$ cat config.mk
export PLATFORM = sky130hd
export DESIGN_NAME = imem_loader
export DESIGN_NICKNAME = d
export VERILOG_FILES = /design/src/rtl/imem_loader.sv
export SDC_FILE = /design/constraint.sdc
export NUM_CORES = 1
export LEC_CHECK = 0
export CAP_MARGIN = 25
export CORE_UTILIZATION = 45
export CTS_BUF_LIST = sky130_fd_sc_hd__clkbuf_8 sky130_fd_sc_hd__clkbuf_16
export CTS_CLUSTER_DIAMETER = 40
export DETAILED_ROUTE_END_ITERATION = 6
export DONT_BUFFER_PORTS = 1
export GPL_ROUTABILITY_DRIVEN = 0
export PLACE_DENSITY_LB_ADDON = 0.08
export SKIP_CTS_REPAIR_TIMING = 1
export SLEW_MARGIN = 30
export SYNTH_ARGS = -nofsm -noshare
export SYNTH_HDL_FRONTEND = slang
export SYNTH_SLANG_ARGS = --single-unit
$ cat constraint.sdc
create_clock -name clk -period 2.7 [get_ports clk]
set_clock_uncertainty 0.05 [all_clocks]
set_input_delay 0.27 -clock clk [delete_from_list [all_inputs] [get_ports clk]]
set_output_delay 0.27 -clock clk [all_outputs]
set_load 0.1 [all_outputs]
$ cat src/rtl/imem_loader.sv
// Boot-time loader: takes a byte stream (count header, then little-endian words) and writes it into instruction memory while holding the core.
// Optional trailing checksum byte enabled by defining IMEM_LOADER_CHECKSUM_EN.
module imem_loader #(
  parameter int DEPTH         = 64,
  parameter int ADDR_W        = 8,
  parameter bit HOLD_AT_RESET = 1'b1
) (
  input  logic              clk,
  input  logic              rst_n,
  input  logic              load_start_i,
  input  logic              rx_valid_i,
  input  logic [7:0]        rx_data_i,
  output logic              rx_ready_o,
  output logic              imem_we_o,
  output logic [ADDR_W-1:0] imem_waddr_o,
  output logic [31:0]       imem_wdata_o,
  output logic              cpu_hold_o,
  output logic              load_busy_o,
  output logic              load_done_o,
  output logic              load_err_o,
  output logic [ADDR_W-1:0] words_loaded_o
);

  typedef enum logic [2:0] {
    S_IDLE,
    S_HDR,
    S_DATA,
    S_WRITE,
`ifdef IMEM_LOADER_CHECKSUM_EN
    S_CHK,
`endif
    S_DONE,
    S_ERR
  } state_e;

  state_e            state_q, state_d;
  logic [1:0]        byte_idx_q, byte_idx_d;
  logic [ADDR_W-1:0] word_idx_q, word_idx_d;
  logic [ADDR_W-1:0] n_last_q, n_last_d;
  logic [31:0]       word_q, word_d;
  logic [ADDR_W-1:0] words_q, words_d;
  logic              busy_q, busy_d;
  logic              done_q, done_d;
  logic              err_q, err_d;
  logic              hold_q, hold_d;
`ifdef IMEM_LOADER_CHECKSUM_EN
  logic [7:0]        csum_q, csum_d;
`endif

  logic handshake;
  logic go_finish, go_done, go_err;

  assign handshake = rx_valid_i & rx_ready_o;

  // NOTE: every variable written here gets a default first, so no path leaves a value held and no latch is inferred; blocking '=' is correct in combinational logic.
  always_comb begin
    state_d    = state_q;
    byte_idx_d = byte_idx_q;
    word_idx_d = word_idx_q;
    n_last_d   = n_last_q;
    word_d     = word_q;
    words_d    = words_q;
    busy_d     = busy_q;
    done_d     = done_q;
    err_d      = err_q;
    hold_d     = hold_q;
`ifdef IMEM_LOADER_CHECKSUM_EN
    csum_d     = csum_q;
`endif
    go_finish  = 1'b0;
    go_done    = 1'b0;
    go_err     = 1'b0;

    unique case (state_q)
      S_IDLE, S_DONE, S_ERR: begin
        if (load_start_i) begin
          state_d    = S_HDR;
          done_d     = 1'b0;
          err_d      = 1'b0;
          words_d    = '0;
          byte_idx_d = '0;
          word_idx_d = '0;
          busy_d     = 1'b1;
          hold_d     = 1'b1;
`ifdef IMEM_LOADER_CHECKSUM_EN
          csum_d     = '0;
`endif
        end
      end
      S_HDR: begin
        if (handshake) begin
          // Store N-1 so the end-of-image test is a plain equality on the word index.
          n_last_d = ADDR_W'(rx_data_i - 8'd1);
`ifdef IMEM_LOADER_CHECKSUM_EN
          csum_d   = rx_data_i;
`endif
          if (rx_data_i == 8'd0)           go_finish = 1'b1;
          else if (int'(rx_data_i) > DEPTH) go_err    = 1'b1;
          else                              state_d   = S_DATA;
        end
      end
      S_DATA: begin
        if (handshake) begin
          word_d[{byte_idx_q, 3'b000} +: 8] = rx_data_i;
          byte_idx_d = byte_idx_q + 2'd1;
`ifdef IMEM_LOADER_CHECKSUM_EN
          csum_d     = csum_q ^ rx_data_i;
`endif
          if (byte_idx_q == 2'd3) begin
            state_d = S_WRITE;
            words_d = words_q + ADDR_W'(1);
          end
        end
      end
      S_WRITE: begin
        if (word_idx_q == n_last_q) begin
          go_finish = 1'b1;
        end else begin
          word_idx_d = word_idx_q + ADDR_W'(1);
          state_d    = S_DATA;
        end
      end
`ifdef IMEM_LOADER_CHECKSUM_EN
      S_CHK: begin
        if (handshake) begin
          if (rx_data_i == csum_q) go_done = 1'b1;
          else                     go_err  = 1'b1;
        end
      end
`endif
      default: state_d = S_IDLE;
    endcase

    if (go_finish) begin
`ifdef IMEM_LOADER_CHECKSUM_EN
      state_d = S_CHK;
`else
      go_done = 1'b1;
`endif
    end
    if (go_done) begin
      state_d = S_DONE;
      done_d  = 1'b1;
      busy_d  = 1'b0;
      hold_d  = 1'b0;
    end
    if (go_err) begin
      state_d = S_ERR;
      err_d   = 1'b1;
      busy_d  = 1'b0;
      hold_d  = 1'b1;
    end
  end

  // NOTE: sequential state uses non-blocking '<=' so all registers update together on the edge.
  always_ff @(posedge clk or negedge rst_n) begin
    if (!rst_n) begin
      state_q    <= S_IDLE;
      byte_idx_q <= '0;
      word_idx_q <= '0;
      n_last_q   <= '0;
      word_q     <= '0;
      words_q    <= '0;
      busy_q     <= 1'b0;
      done_q     <= 1'b0;
      err_q      <= 1'b0;
      hold_q     <= HOLD_AT_RESET;
`ifdef IMEM_LOADER_CHECKSUM_EN
      csum_q     <= '0;
`endif
    end else begin
      state_q    <= state_d;
      byte_idx_q <= byte_idx_d;
      word_idx_q <= word_idx_d;
      n_last_q   <= n_last_d;
      word_q     <= word_d;
      words_q    <= words_d;
      busy_q     <= busy_d;
      done_q     <= done_d;
      err_q      <= err_d;
      hold_q     <= hold_d;
`ifdef IMEM_LOADER_CHECKSUM_EN
      csum_q     <= csum_d;
`endif
    end
  end

`ifdef IMEM_LOADER_CHECKSUM_EN
  assign rx_ready_o = (state_q == S_HDR) || (state_q == S_DATA) || (state_q == S_CHK);
`else
  assign rx_ready_o = (state_q == S_HDR) || (state_q == S_DATA);
`endif
  // The write strobe is a decode of the state register, so a partial word can never reach memory.
  assign imem_we_o      = (state_q == S_WRITE);
  assign imem_waddr_o   = word_idx_q;
  assign imem_wdata_o   = word_q;
  assign cpu_hold_o     = hold_q;
  assign load_busy_o    = busy_q;
  assign load_done_o    = done_q;
  assign load_err_o     = err_q;
  assign words_loaded_o = words_q;

endmodule

# After elaboration in Yosys (flattened, before gate mapping)

Index checks and enable logic that the tools add are counted.

Register bits after elaboration: 65
Input port bits: 12
Output and inout bits: 54
Word-level logic and storage cells: 96

$add $sub $neg: 5
Order comparisons: 1
Equality and inequality tests: 18
Shift operators: 2
Multiplexer cells: 38
Bitwise logic cells: 1
Reductions and logical operators: 21

Operators by type and width:

| cell                                                  | count |
|---|---|
| bitwise mux 32 bit                                    | 1 |
| two-way mux 8 bit                                     | 4 |
| one-hot mux 8 bit (2 select lines)                    | 2 |
| variable shift 8 x 7 -> 32 bit (first input constant) | 1 |
| indexed part select 8 x 7 -> 32 bit                   | 1 |
| != test 4 bit (second input constant)                 | 7 |
| two-way mux 3 bit                                     | 9 |
| two-way mux 1 bit                                     | 17 |
| adder 8 x 1 -> 8 bit (second input constant)          | 2 |
| one-hot mux 3 bit (4 select lines)                    | 1 |
| nonzero test 2 bit                                    | 6 |
| AND reduction 2 bit                                   | 5 |
| == test 8 bit                                         | 1 |
| > comparator 8 x 7 -> 1 bit (second input constant)   | 1 |
| zero test 8 bit                                       | 1 |
| != test 2 bit (second input constant)                 | 4 |
| subtractor 8 x 1 -> 8 bit (second input constant)     | 1 |
| negation 5 -> 7 bit                                   | 1 |
| AND reduction 7 bit                                   | 1 |
| == test 3 x 2 -> 1 bit (second input constant)        | 2 |
| == test 3 bit (second input constant)                 | 2 |
| AND reduction 3 bit                                   | 2 |
| nonzero test 3 bit                                    | 2 |
| two-way mux 2 bit                                     | 2 |
| other kinds (10)                                      | 10 |

# Logic depth before layout (Yosys ltp)

Depth after elaboration: 8
Gate-level depth with buffers: 9

# Worst setup path after synthesis

OpenSTA, ideal clock, no wires.

Kind: flip-flop to flip-flop
Start: register state_q[1]
End: register word_idx_q[5] (netlist: imem_waddr_o[5])
Arrival time: 2958 ps
Data required time: 2516 ps
Path slack: -443 ps
Stages on the path, launching flop included: 9
Cell sequence: dfrtp_1 > clkbuf_1 > inv_1 > nor2_1 > o21ai_1 > clkbuf_1 > nor3_1 > xnor2_1 > nor2_1

Elaborated cells between the ends (all ways): 10
Classes of those cells: 5 x eq/ne; 1 x mux; 4 x reduce/logical

RTL lines:

| item                                                                 | line | RTL |
|---|---|---|
| start: declaration                                                   | 36   | `state_e state_q, state_d;` |
| start signal: assignment                                             | 172  | `state_q <= state_d;` |
| == test 3 x 2 -> 1 bit *                                             | n/a  |  |
| via imem_we_o                                                        | 14   | `output logic imem_we_o,` |
| != test 2 bit (no line) / nonzero test 2 bit (equally long branches) | n/a  |  |
| AND reduction 3 bit (no line)                                        | n/a  |  |
| end signal: assignment                                               | 174  | `word_idx_q <= word_idx_d;` |
| end: declaration                                                     | 38   | `logic [ADDR_W-1:0] word_idx_q, word_idx_d;` |

Mark *: on every way through the listed nets, which the timed path passes. The rest lies on a longest branch.
A chain may end at the register's enable or synchronous reset.

# Worst setup path in the final report

Start: register state_q[2]
End: register words_q[5] (netlist: words_loaded_o[5])

Word-level cells in the longest chain between the ends: 5
Elaborated cells between the ends (all ways): 14
Classes of those cells: 7 x eq/ne; 1 x mux; 1 x bitwise; 5 x reduce/logical

RTL lines:

| item                                                                    | line    | RTL |
|---|---|---|
| == test 3 x 1 -> 1 bit / == test 3 x 2 -> 1 bit (equally long branches) | 191, 74 |  |
| logical OR 1 bit                                                        | 191     | `assign rx_ready_o = (state_q == S_HDR) \|\| (state_q == S_DATA);` |
| AND 1 bit                                                               | 53      | `assign handshake = rx_valid_i & rx_ready_o;` |
| != test 2 bit (no line)                                                 | n/a     |  |
| AND reduction 4 bit (no line)                                           | n/a     |  |
| end signal: assignment                                                  | 177     | `words_q <= words_d;` |
| end: declaration                                                        | 41      | `logic [ADDR_W-1:0] words_q, words_d;` |

Parallel ways exist; a longest one is shown, timed or not.

==> flow_summary.ini <==
[yosys]
ys_warn_count = 0
synth_mux_area_share_pct = 0
synth_edf_count = 0
yosys.area.top_type = dfrtp_1
synth-simple-area-share_pct = 23.6
synth_top_family_by_area = simple AND/OR/NAND/NOR gates
synth-adder-area-share_pct = 3.54
yosys.area_share.xor_xnor_pct = 4.13
synth_area_leaders = dfrtp_1 50%, nand2_1 10%, o21ai_0 4.9%
synthTopCellsByCount = 88 x nand2_1, 64 x dfrtp_1, 31 x o21ai_0, 19 x nor2_1, 18 x o21ai_1
synth_seq_cells = 65
synth_compound_area_share_pct = 14.3
synth_most_common_cell = nand2_1
synthCells = 350
ys.flop_type = dfrtp_1
ys_types = 38
syn-cell-area_sq_um = 3180
ys_seq_area_share_pct = 51.1
syn-num-nets = 371
async_reset_ff_share_pct = 100
syn_area_per_cell_sq_um = 9.09
synth_top_area_share_pct = 50.3

[timing]
rsz0062_at_grt = false
hold_viol_final = 2
finalSetupViolCount = 0
fin_crit_ns = 2.33
post-route-period-util_pct = 86.4
fmax_mhz = 429
hold_slack_ns = -0.00891
relSlewSlack_pct = 38.4
drv_slew = 0
max_slew.worst_pin.slew_ns = 0.924
tns_ns = 0

[grt]
overflow = 0
first_global_vias = 2373
antenna_found_initial = 0
track_usage_pct = 21.7
grt_max_degree = 66
grt_pass1_wl_microns = 11900

[detailed_routing]
finalWirelength_microns = 7590
ant_nets = 0
wl_per_cell_microns = 15.8
drc = 0
dr.pass1.iters = 4
vias = 2521
via_per_inst = 5.24
drtIter0Drc = 118

[clocking]
clock_latency_ns = 0.35
cts_root_buf = clkbuf_8
htree_num_levels = 3
cts_tree = done
clkTransAtPathRegs_ns = 0.07
cts_buffer_depth = 2
clock_sink_count = 65
cts_buffers = 9

[status]
violations = negative hold slack
status = complete, but fails checks

[final_layout]
fin_nets = 401
drive_above_1_share_pct = 13.8
antenna_cells = 0
area_growth_pct = 16.8
fillers = 657

[worst_setup_path]
r2r_end = words_loaded_o[5]
cp.required_ns = 2.92
r2r_slack_ns = 0.37
crit_type = register to register
crit_fanout = 16
worstSetupStartpointType = register
cp.arrival_ns = 2.56
r2r_start = state_q[2]
crit_path_end_kind = register
reg2reg_depth = 6

[hold_path]
worstHoldStart = rx_data_i[6]
hold_depth = 2
whs_endpoint = imem_wdata_o[6]
min_path_type = primary input to register

[placed_design]
io_buffers = 0
dpl.hpwl_microns = 5130

[floorplan]
die_w_microns = 86.1
ios = 66
coreArea_sq_um = 6830
num_rows = 30
die_h_microns = 86.1
initial_core_util_pct = 46.6
dieArea_sq_um = 7410

[run]
cap_violations = 0
worst max-delay path by stage:
stage	from	to	slack [ns]	depth (start not counted)
3_3_place_gp	rx_data_i[0]	words_loaded_o[5]	0.30	8
4_1_cts	state_q[2]	words_loaded_o[7]	0.37	6
5_1_grt	state_q[2]	words_loaded_o[7]	0.21	6
6_report	state_q[2]	words_loaded_o[5]	0.37	6
3_5_place_dp	rx_data_i[0]	words_loaded_o[7]	0.25	8
2_1_floorplan	state_q[1]	imem_waddr_o[5]	0.1	8
sequential cells by signal (all words and copies together) (netlist names):
register / flops
load_done_o: 1
words_loaded_o: 8
state_q: 3
imem_waddr_o: 8
load_err_o: 1
n_last_q: 8
cpu_hold_o: 1
byte_idx_q: 2
load_busy_o: 1
imem_wdata_o: 32
logic make-up (layout without fill, tap and decap cells):
family / after synthesis / in the layout
AOI/OAI and AO/OA: 80 / 80
xor gates and xnor gates: 15 / 15
adders and majority gates: 9 / 9
buffers and inverters: 23 / 58
DFF: 65 / 65
and+or+nand+nor: 158 / 158
critical path, stage by stage (launching register included):
cell and delay, ns:
dfrtp_1 0.53, and4bb_2 0.38, o311ai_1 0.18, nand3_1 0.20, nand4b_4 0.23, or4_1 0.55
a21oi_1 0.14
metrics by stage:
| stage | setup slack (ns) | cells | area, sq um | utilization, % | hold slack (ns) |
|---|---|---|---|---|---|
| 3_5_place_dp | 0.246 | 456 | 3420 | 50.0 | -0.0736 |
| 6_report | 0.366 | 481 | 3720 | 54.4 | -0.00891 |
| 4_1_cts | 0.367 | 472 | 3610 | 52.9 | -0.451 |
| 5_1_grt | 0.207 | 481 | 3720 | 54.4 | 0.00404 |
| 3_3_place_gp | 0.297 | 456 | 3420 | 50.0 | -0.0738 |
| 2_1_floorplan | 0.0951 | 350 | 3190 | - | -0.0756 |
routing by layer:
metal | up-vias | track usage (%) | wire, microns
met5 | - | 0 | 0
met4 | 0 | 5.91 | 79
met3 | 7 | 9.24 | 487
met2 | 61 | 34.0 | 3590
met1 | 1192 | 27.5 | 3430
li1 | 1261 | - | -
layout by cell type (no fill, tap or decap), drive strengths merged, types with 2 or more instances in the layout:
cell type    instances
or2                  3
o21ai               49
and2                 2
nor2                19
nand4                6
o211ai               2
clkinv               2
nor3                 6
xnor2               15
dfrtp               64
clkbuf              13
ha                   9
a21o                 3
nor2b                2
or4                  4
or3                  5
nand2b               3
nand3                9
buf                 25
inv                 10
a21oi               11
nand2               88
o31ai                5
a31oi                7
nor3b                5
dlygate4sd3          8
layout make-up:
cell class	count	area [sq um]	share of cell area, %
sequential	65	1630	43.8
multi-input combinational	262	1460	39.2
timing repair buffer	33	288	7.74
clock buffer	13	179	4.81
tap	96	120	3.23
inverter	9	33.8	0.908
clock inverter	3	13.8	0.370
Power is left out: the tool's default activity adds up to more than one toggle a clock period on the data nets, which glitch-free logic cannot reach.
